--- src/rtl/demux_pkg.sv ---
// Shared widths, scan-state type and wrap helper for the 1x5 registered demux.
package demux_pkg;

  localparam int unsigned DEMUX_W  = 5;
  localparam int unsigned SEL_W    = 3;
  localparam int unsigned LAST_IDX = 4;

  typedef enum logic [SEL_W-1:0] {
    Idx0 = 3'd0,
    Idx1 = 3'd1,
    Idx2 = 3'd2,
    Idx3 = 3'd3,
    Idx4 = 3'd4
  } scan_state_e;

  function automatic scan_state_e scan_next(input scan_state_e cur);
    unique case (cur)
      Idx0:    scan_next = Idx1;
      Idx1:    scan_next = Idx2;
      Idx2:    scan_next = Idx3;
      Idx3:    scan_next = Idx4;
      default: scan_next = Idx0;
    endcase
  endfunction

endpackage

--- src/rtl/demux_scan_cnt.sv ---
// Auto-mode scan index: advances on each auto write, wraps 4 -> 0, pulses frame after idx 4.
module demux_scan_cnt
  import demux_pkg::*;
(
  input  logic             clk,
  input  logic             rst,
  input  logic             en_i,
  input  logic             auto_i,
  input  logic             clr_i,
  output logic [SEL_W-1:0] idx_o,
  output logic             frame_o
);

  scan_state_e state_q;
  logic        frame_q;

  always_ff @(posedge clk or posedge rst) begin
    if (rst) begin
      state_q <= Idx0;
      frame_q <= 1'b0;
    end else begin
      frame_q <= 1'b0;
      // Leaving auto mode parks the scan so the next auto scan starts at destination 0.
      if (clr_i || !auto_i) begin
        state_q <= Idx0;
      end else if (en_i) begin
        frame_q <= (state_q == Idx4);
        state_q <= scan_next(state_q);
      end
    end
  end

  assign idx_o   = state_q;
  assign frame_o = frame_q;

endmodule

--- src/rtl/demux_1x5_reg.sv ---
// Registered 1-to-5 serial demux with manual select or auto scan.
// Optional out-of-range select detect enabled by defining DEMUX_SEL_ERR_EN.
module demux_1x5_reg
  import demux_pkg::*;
(
  input  logic               clk,
  input  logic               rst,
  input  logic               d,
  input  logic               en,
  input  logic [SEL_W-1:0]   s,
  input  logic               auto,
  input  logic               clr,
  output logic [DEMUX_W-1:0] y,
  output logic [SEL_W-1:0]   idx,
  output logic               frame,
  output logic               sel_err
);

  localparam logic [SEL_W-1:0] LastSel = SEL_W'(LAST_IDX);

  logic [DEMUX_W-1:0] y_d, y_q;
  logic [SEL_W-1:0]   idx_cur;

  demux_scan_cnt u_scan_cnt (
    .clk     (clk),
    .rst     (rst),
    .en_i    (en),
    .auto_i  (auto),
    .clr_i   (clr),
    .idx_o   (idx_cur),
    .frame_o (frame)
  );

  always_comb begin
    y_d = y_q;
    if (clr) begin
      y_d = '0;
    end else if (en) begin
      if (auto) begin
        y_d[idx_cur] = d;
      end else if (s <= LastSel) begin
        y_d[s] = d;
      end
    end
  end

  always_ff @(posedge clk or posedge rst) begin
    if (rst) begin
      y_q <= '0;
    end else begin
      y_q <= y_d;
    end
  end

`ifdef DEMUX_SEL_ERR_EN
  logic sel_err_d, sel_err_q;

  assign sel_err_d = !clr && en && !auto && (s > LastSel);

  always_ff @(posedge clk or posedge rst) begin
    if (rst) begin
      sel_err_q <= 1'b0;
    end else begin
      sel_err_q <= sel_err_d;
    end
  end

  assign sel_err = sel_err_q;
`else
  assign sel_err = 1'b0;
`endif

  assign y   = y_q;
  assign idx = idx_cur;

endmodule

--- config.mk ---
export PLATFORM = sky130hd
export DESIGN_NAME = demux_1x5_reg
export DESIGN_NICKNAME = d
export VERILOG_FILES = /design/src/rtl/demux_pkg.sv /design/src/rtl/demux_scan_cnt.sv /design/src/rtl/demux_1x5_reg.sv
export SDC_FILE = /design/constraint.sdc
export NUM_CORES = 1
export LEC_CHECK = 0
export CORE_UTILIZATION = 31
export CTS_BUF_LIST = sky130_fd_sc_hd__clkbuf_4
export DETAILED_ROUTE_END_ITERATION = 10
export PLACE_DENSITY = 0.64
export SYNTH_ARGS = -nofsm -noshare
export SYNTH_HDL_FRONTEND = slang
export SYNTH_HIERARCHICAL = 1
export SYNTH_SLANG_ARGS = --single-unit
--- constraint.sdc ---
create_clock -name clk -period 1.58 [get_ports clk]
set_clock_uncertainty 0.2 [all_clocks]
set_input_delay 0.237 -clock clk [delete_from_list [all_inputs] [get_ports clk]]
set_output_delay 0.237 -clock clk [all_outputs]
set_load 0.01 [all_outputs]
## After elaboration in Yosys (flattened, before gate mapping)

Index checks and enable logic that the tools add are counted.

- Bits in registers: 9
- Input bits: 9

- Equality and inequality tests: 4
- Reductions and logical operators: 9
- Multiplexer cells: 15
- $lt $le $gt $ge: 5

Operator list:

| operator | count |
|---|---|
| $mux W5 | 4 |
| $pmux W3 S4 | 1 |
| $bwmux W5 | 2 |
| $lt A3 B4 Y1 const B | 2 |
| $demux W1 S3 | 2 |
| $eq A3 B2 Y1 const B | 2 |
| $ge A3 B1 Y1 const B | 2 |
| $mux W3 | 2 |
| $mux W1 | 4 |
| $reduce_bool A2 Y1 | 2 |
| $eq A3 B1 Y1 const B | 1 |
| $eq A3 B3 Y1 const B | 1 |
| $le A3 B3 Y1 const B | 1 |
| $logic_not A3 Y1 | 1 |
| $reduce_bool A3 Y1 | 1 |
| $logic_and A1 B1 Y1 | 2 |
| $reduce_and A2 Y1 | 1 |
| $logic_not A1 Y1 | 1 |
| $logic_or A1 B1 Y1 | 1 |

## Logic depth before layout (Yosys ltp)

- Depth in word-level cells: 9
- Gate-level depth with buffers: 4
- Depth with buffers taken out: 3

## Modules after synthesis

Netlist, hierarchy kept.

Modules (own cells, without submodules):

| module | seq. area each (um^2) | times used | cells each | area each (um^2) |
|---|---|---|---|---|
| demux_1x5_reg | 125.1 | 1 | 37 | 396.6 |
| demux_scan_cnt | 100.1 | 1 | 18 | 193.9 |

## Worst setup path after synthesis

OpenSTA, ideal clock, no wires.

- Kind: register -> register
- Start point: register u_scan_cnt.state_q[0], in the netlist u_scan_cnt/idx_o[0]
- End point: register y_q[2], in the netlist y[2]
- Slack: 192 ps
- Cell stages (with the launch flop): 4
- Buffers on the path: 0
- Library setup time: 79 ps
- Data arrival time: 1,109 ps
- Period minus slack after synthesis: 1,388 ps
- Cells stage by stage: dfrtp_1 and4bb_1 o221ai_1 mux2i_1

- Cells in the longest elaborated chain, start to end: 8

RTL lines:

| what | line | RTL |
|---|---|---|
| start, declared | demux_scan_cnt.sv:14 | `scan_state_e state_q;` |
| start signal, assigned | demux_scan_cnt.sv:19 | `state_q <= Idx0;` |
| start signal, assigned | demux_scan_cnt.sv:25 | `state_q <= Idx0;` |
| start signal, assigned | demux_scan_cnt.sv:28 | `state_q <= scan_next(state_q);` |
| $lt A3 B4 Y1 (implied by the code) or $ge A3 B1 Y1 (tied branches) | demux_1x5_reg.sv:40 | `y_d[idx_cur] = d;` |
| $logic_and A1 B1 Y1 (implied by the code) | demux_1x5_reg.sv:40 |  |
| $mux W1 (implied by the code) | demux_1x5_reg.sv:40 |  |
| $demux W1 S3 (*) | demux_1x5_reg.sv:40 |  |
| $bwmux W5 (*) | demux_1x5_reg.sv:40 |  |
| $mux W5 (*) | demux_1x5_reg.sv:39 | `if (auto) begin` |
| $mux W5 (*) | demux_1x5_reg.sv:38 | `end else if (en) begin` |
| $mux W5 (*) | demux_1x5_reg.sv:36 | `if (clr) begin` |
| end signal, assigned | demux_1x5_reg.sv:51 | `y_q <= y_d;` |
| end, declared | demux_1x5_reg.sv:21 | `logic [DEMUX_W-1:0] y_d, y_q;` |

Mark *: on every way between the ends. The rest lies on a longest branch, timed or not. The select of a mux whose other input is x is not followed.
A chain may end at the register's enable or synchronous reset.

## Final worst setup path

- Start point: register u_scan_cnt.state_q[1], in the netlist u_scan_cnt/idx_o[1]
- End point: register y_q[2], in the netlist y[2]

The elaborated chain is that of the path after synthesis.

==> results.md <==
* # IOs at 19
* R2r endpoint: y[2]
* Drt drc at 0
* DP HPWL at 970 µm
* CP Buf/Inv Count at 1
* Seq cells post-synth at 9
* Yosys warns at 6
* Final min period at 1.474 ns
* Port bufs at 17
* Pins Over Slew Limit at 0
* Tcrit/Tclk final at 0.9328
* Slowest cell on the critical path: dfrtp_2
* Final hold vios at 0
* Initial antenna violation count at 0
* Unrepaired setup endpoints after global routing: no
* Vias in the first global route at 472
* Hold Path Stages at 2
* Synth top area share at 0.3814
* TritonCTS clock tree: done
* Crit path max fanout at 9
* Outcome: finished, final reports clean
* ANT cells at 0
* Mapped Nets at 64
* 1st-pass router iterations at 2
* Final wirelength at 1324 µm
* Register area share after synthesis at 0.3814
* P&R area growth vs syn at 43.86%
* Worst skew pair latency at 0.25 ns
* Post-synth cell types at 23
* Hold Crit Class: flip-flop to flip-flop
* Crit-path max cell delay at 0.40 ns
* Effective utilization at floorplan at 0.3348
* Multi-input logic area at 335.3 µm²
* Synthesized area per cell at 10.74 µm²
* Placed cell area at 795.8 µm²
* TritonCTS buffer count at 3
* Root buffer cell: clkbuf_4
* R2r worst-path depth at 4
* VDD IR max at 565.8 µV
* Crit end category: flip-flop
* Final number of setup-violating endpoints at 0
* DIE HEIGHT at 45.65 µm
* Routed Antenna Nets at 0
* PwrDens at 607.0 nW/µm²
* Sequential cell area at 229.0 µm²
* Via count at 510
* Utilization after layout at 0.4816
* Ranking of synthesized cells by area: dfrtp_1 38%, nand2b_1 11%, mux2i_1 8.5%
* Layout Nets at 90
* Hold Crit Start: y[2]
* H-tree depth at 1
* Avg WL per Cell at 12.61 µm
* Data arrival time of the worst path at 1.46 ns
* Fill count at 186
* Required time of the worst setup path at 1.56 ns
* Bufs on Longest Clock Path at 2
* Commonest non-fill, non-tap cell in the layout: nand2b_1
* Startpoint types: flip-flop
* Yosys top cell by area: dfrtp_1
* R2R Path Start: u_scan_cnt/idx_o[1]
* Max Fclk at 0.6785 GHz
* Mapped Cells at 55
* Hold path endpoint: y[2]
* Largest net degree at the start of global routing at 13
* GPL Wtd Cong at 0.6775
* Die W at 45.65 µm
* Row cnt at 15
* Via/cell ratio at 4.857
* Clk pin slew, worst setup/hold paths at 0.06 ns
* Most frequent cells in the layout: 10 x nand2b_1, 8 x dlygate4sd2_1, 7 x clkdlybuf4s50_1
* P_leak at 0.4469 nW
* Core area at 1764 µm²
* First-pass GRT wire length at 2056 µm
* Reg2Reg Setup Slack at 0.11 ns
* Critical path's top delay family: flip-flops
* Post-route cell area at 849.6 µm²
* Mapped cell area at 590.6 µm²
* CTS sink count at 9
* Worst path cell trace: buf_4 -> and4bb_1 -> o221ai_1 -> mux2i_1
* Global route overflow at 0
* Max Cap Viol at 0
* Die area at 2083 µm²
* DRT iter0 DRCs at 3
* WS Path Type: flip-flop to flip-flop
* Layout cell share with drive strength beyond 1 at 0.1750
* All-Layer GR Usage at 0.1466
metrics by stage:
| step | instances | setup TNS [ns] | hold slack, ns | total power (W) | setup slack, ns |
|---|---|---|---|---|---|
| global placement | 98 | -1.082 | 0.2618 | 0.0003274 | -0.2383 |
| finish | 105 | 0 | 0.3437 | 0.0005157 | 0.1062 |
| CTS | 105 | 0 | 0.3526 | 0.0005254 | 0.003560 |
| global route | 105 | 0 | 0.3773 | 0.0005455 | 0.03541 |
| detailed placement | 98 | -1.466 | 0.2684 | 0.0003285 | -0.3009 |
| floorplan | 55 | 0 | -0.1969 | 0.0002834 | 0.1916 |
power by group:
part	internal (W)	switching (W)
Sequential	0.000235	0.00000208
Clock	0.000114	0.0000766
Combinational	0.0000460	0.0000417
Total	0.000395	0.000120
registers in the layout (all words and copies together), names as in the netlist:
| name | cells |
|---|---|
| u_scan_cnt/frame_o | 1 |
| u_scan_cnt/idx_o | 3 |
| y | 5 |
what timing repair did:
item                                    in CTS  in global routing
buffers inserted                             2                  0
endpoints found under the hold margin        4                  0
pin swaps                                    0                  0
gates resized for setup                     11                  2
gates cloned                                 0                  0
hold buffers                                 1                  0
endpoints found under the setup margin       9                  2
routing by layer:
metal / share of wire / vias up / track usage
met4: 0 / 0 / 0.03636
met2: 0.50 / 14 / 0.2257
li1: - / 257 / -
met1: 0.43 / 239 / 0.1778
met3: 0.069 / 0 / 0.07937
met5: 0 / - / 0
how the worst max path moves through the flow:
stage                                    from  endpoint  slack [ns]  cells after the start
final                     u_scan_cnt/idx_o[1]      y[2]        0.11                      4
after global placement                   auto      y[1]       -0.24                      4
after CTS                                y[0]      y[0]       0.004                      1
after global routing      u_scan_cnt/idx_o[1]      y[3]        0.04                      4
after detailed placement                 auto      y[3]       -0.30                      4
after floorplan           u_scan_cnt/idx_o[0]      y[2]        0.19                      3
synthesized netlist by cell type:
| cell | instances |
|---|---|
| nor4_1 | 1 |
| nor2_1 | 2 |
| conb_1 | 1 |
| o221ai_1 | 3 |
| a211oi_1 | 1 |
| dfrtp_1 | 9 |
| and4b_1 | 1 |
| nor4b_1 | 2 |
| o21ai_1 | 2 |
| nand2b_1 | 10 |
| mux2i_1 | 5 |
| inv_1 | 3 |
| and4bb_1 | 3 |
| nand3b_1 | 1 |
| nor4b_2 | 2 |
| nor4bb_1 | 1 |
| a21oi_1 | 2 |
| buf_4 | 1 |
| o211a_1 | 1 |
| nand4bb_1 | 1 |
| or3b_1 | 1 |
| buf_6 | 1 |
| nand4b_1 | 1 |
layout make-up:
class                      count  share of cell area
timing repair buffer          23              0.2504
sequential                     9              0.2695
tap                           25             0.03682
multi-input combinational     41              0.3947
inverter                       3             0.01325
clock buffer                   4             0.03535
kinds of logic (layout without fill, tap and decap cells):
logic type             after synthesis  in the layout  share of synthesized area
AO/OA/AOI/OAI                        9              9                     0.1081
AND/OR/NAND/NOR                     26             26                     0.3687
flip-flops                           9              9                     0.3814
buffers and inverters                5             30                    0.05085
multiplexers                         5              5                    0.08475
other                                1              1                   0.006350
tightest hold or removal path: stages (launching register included):
cell,delay [ns]
dfrtp_1,0.38
nand2b_1,0.07
mux2i_1,0.06
(Power assumes the default switching activity.)
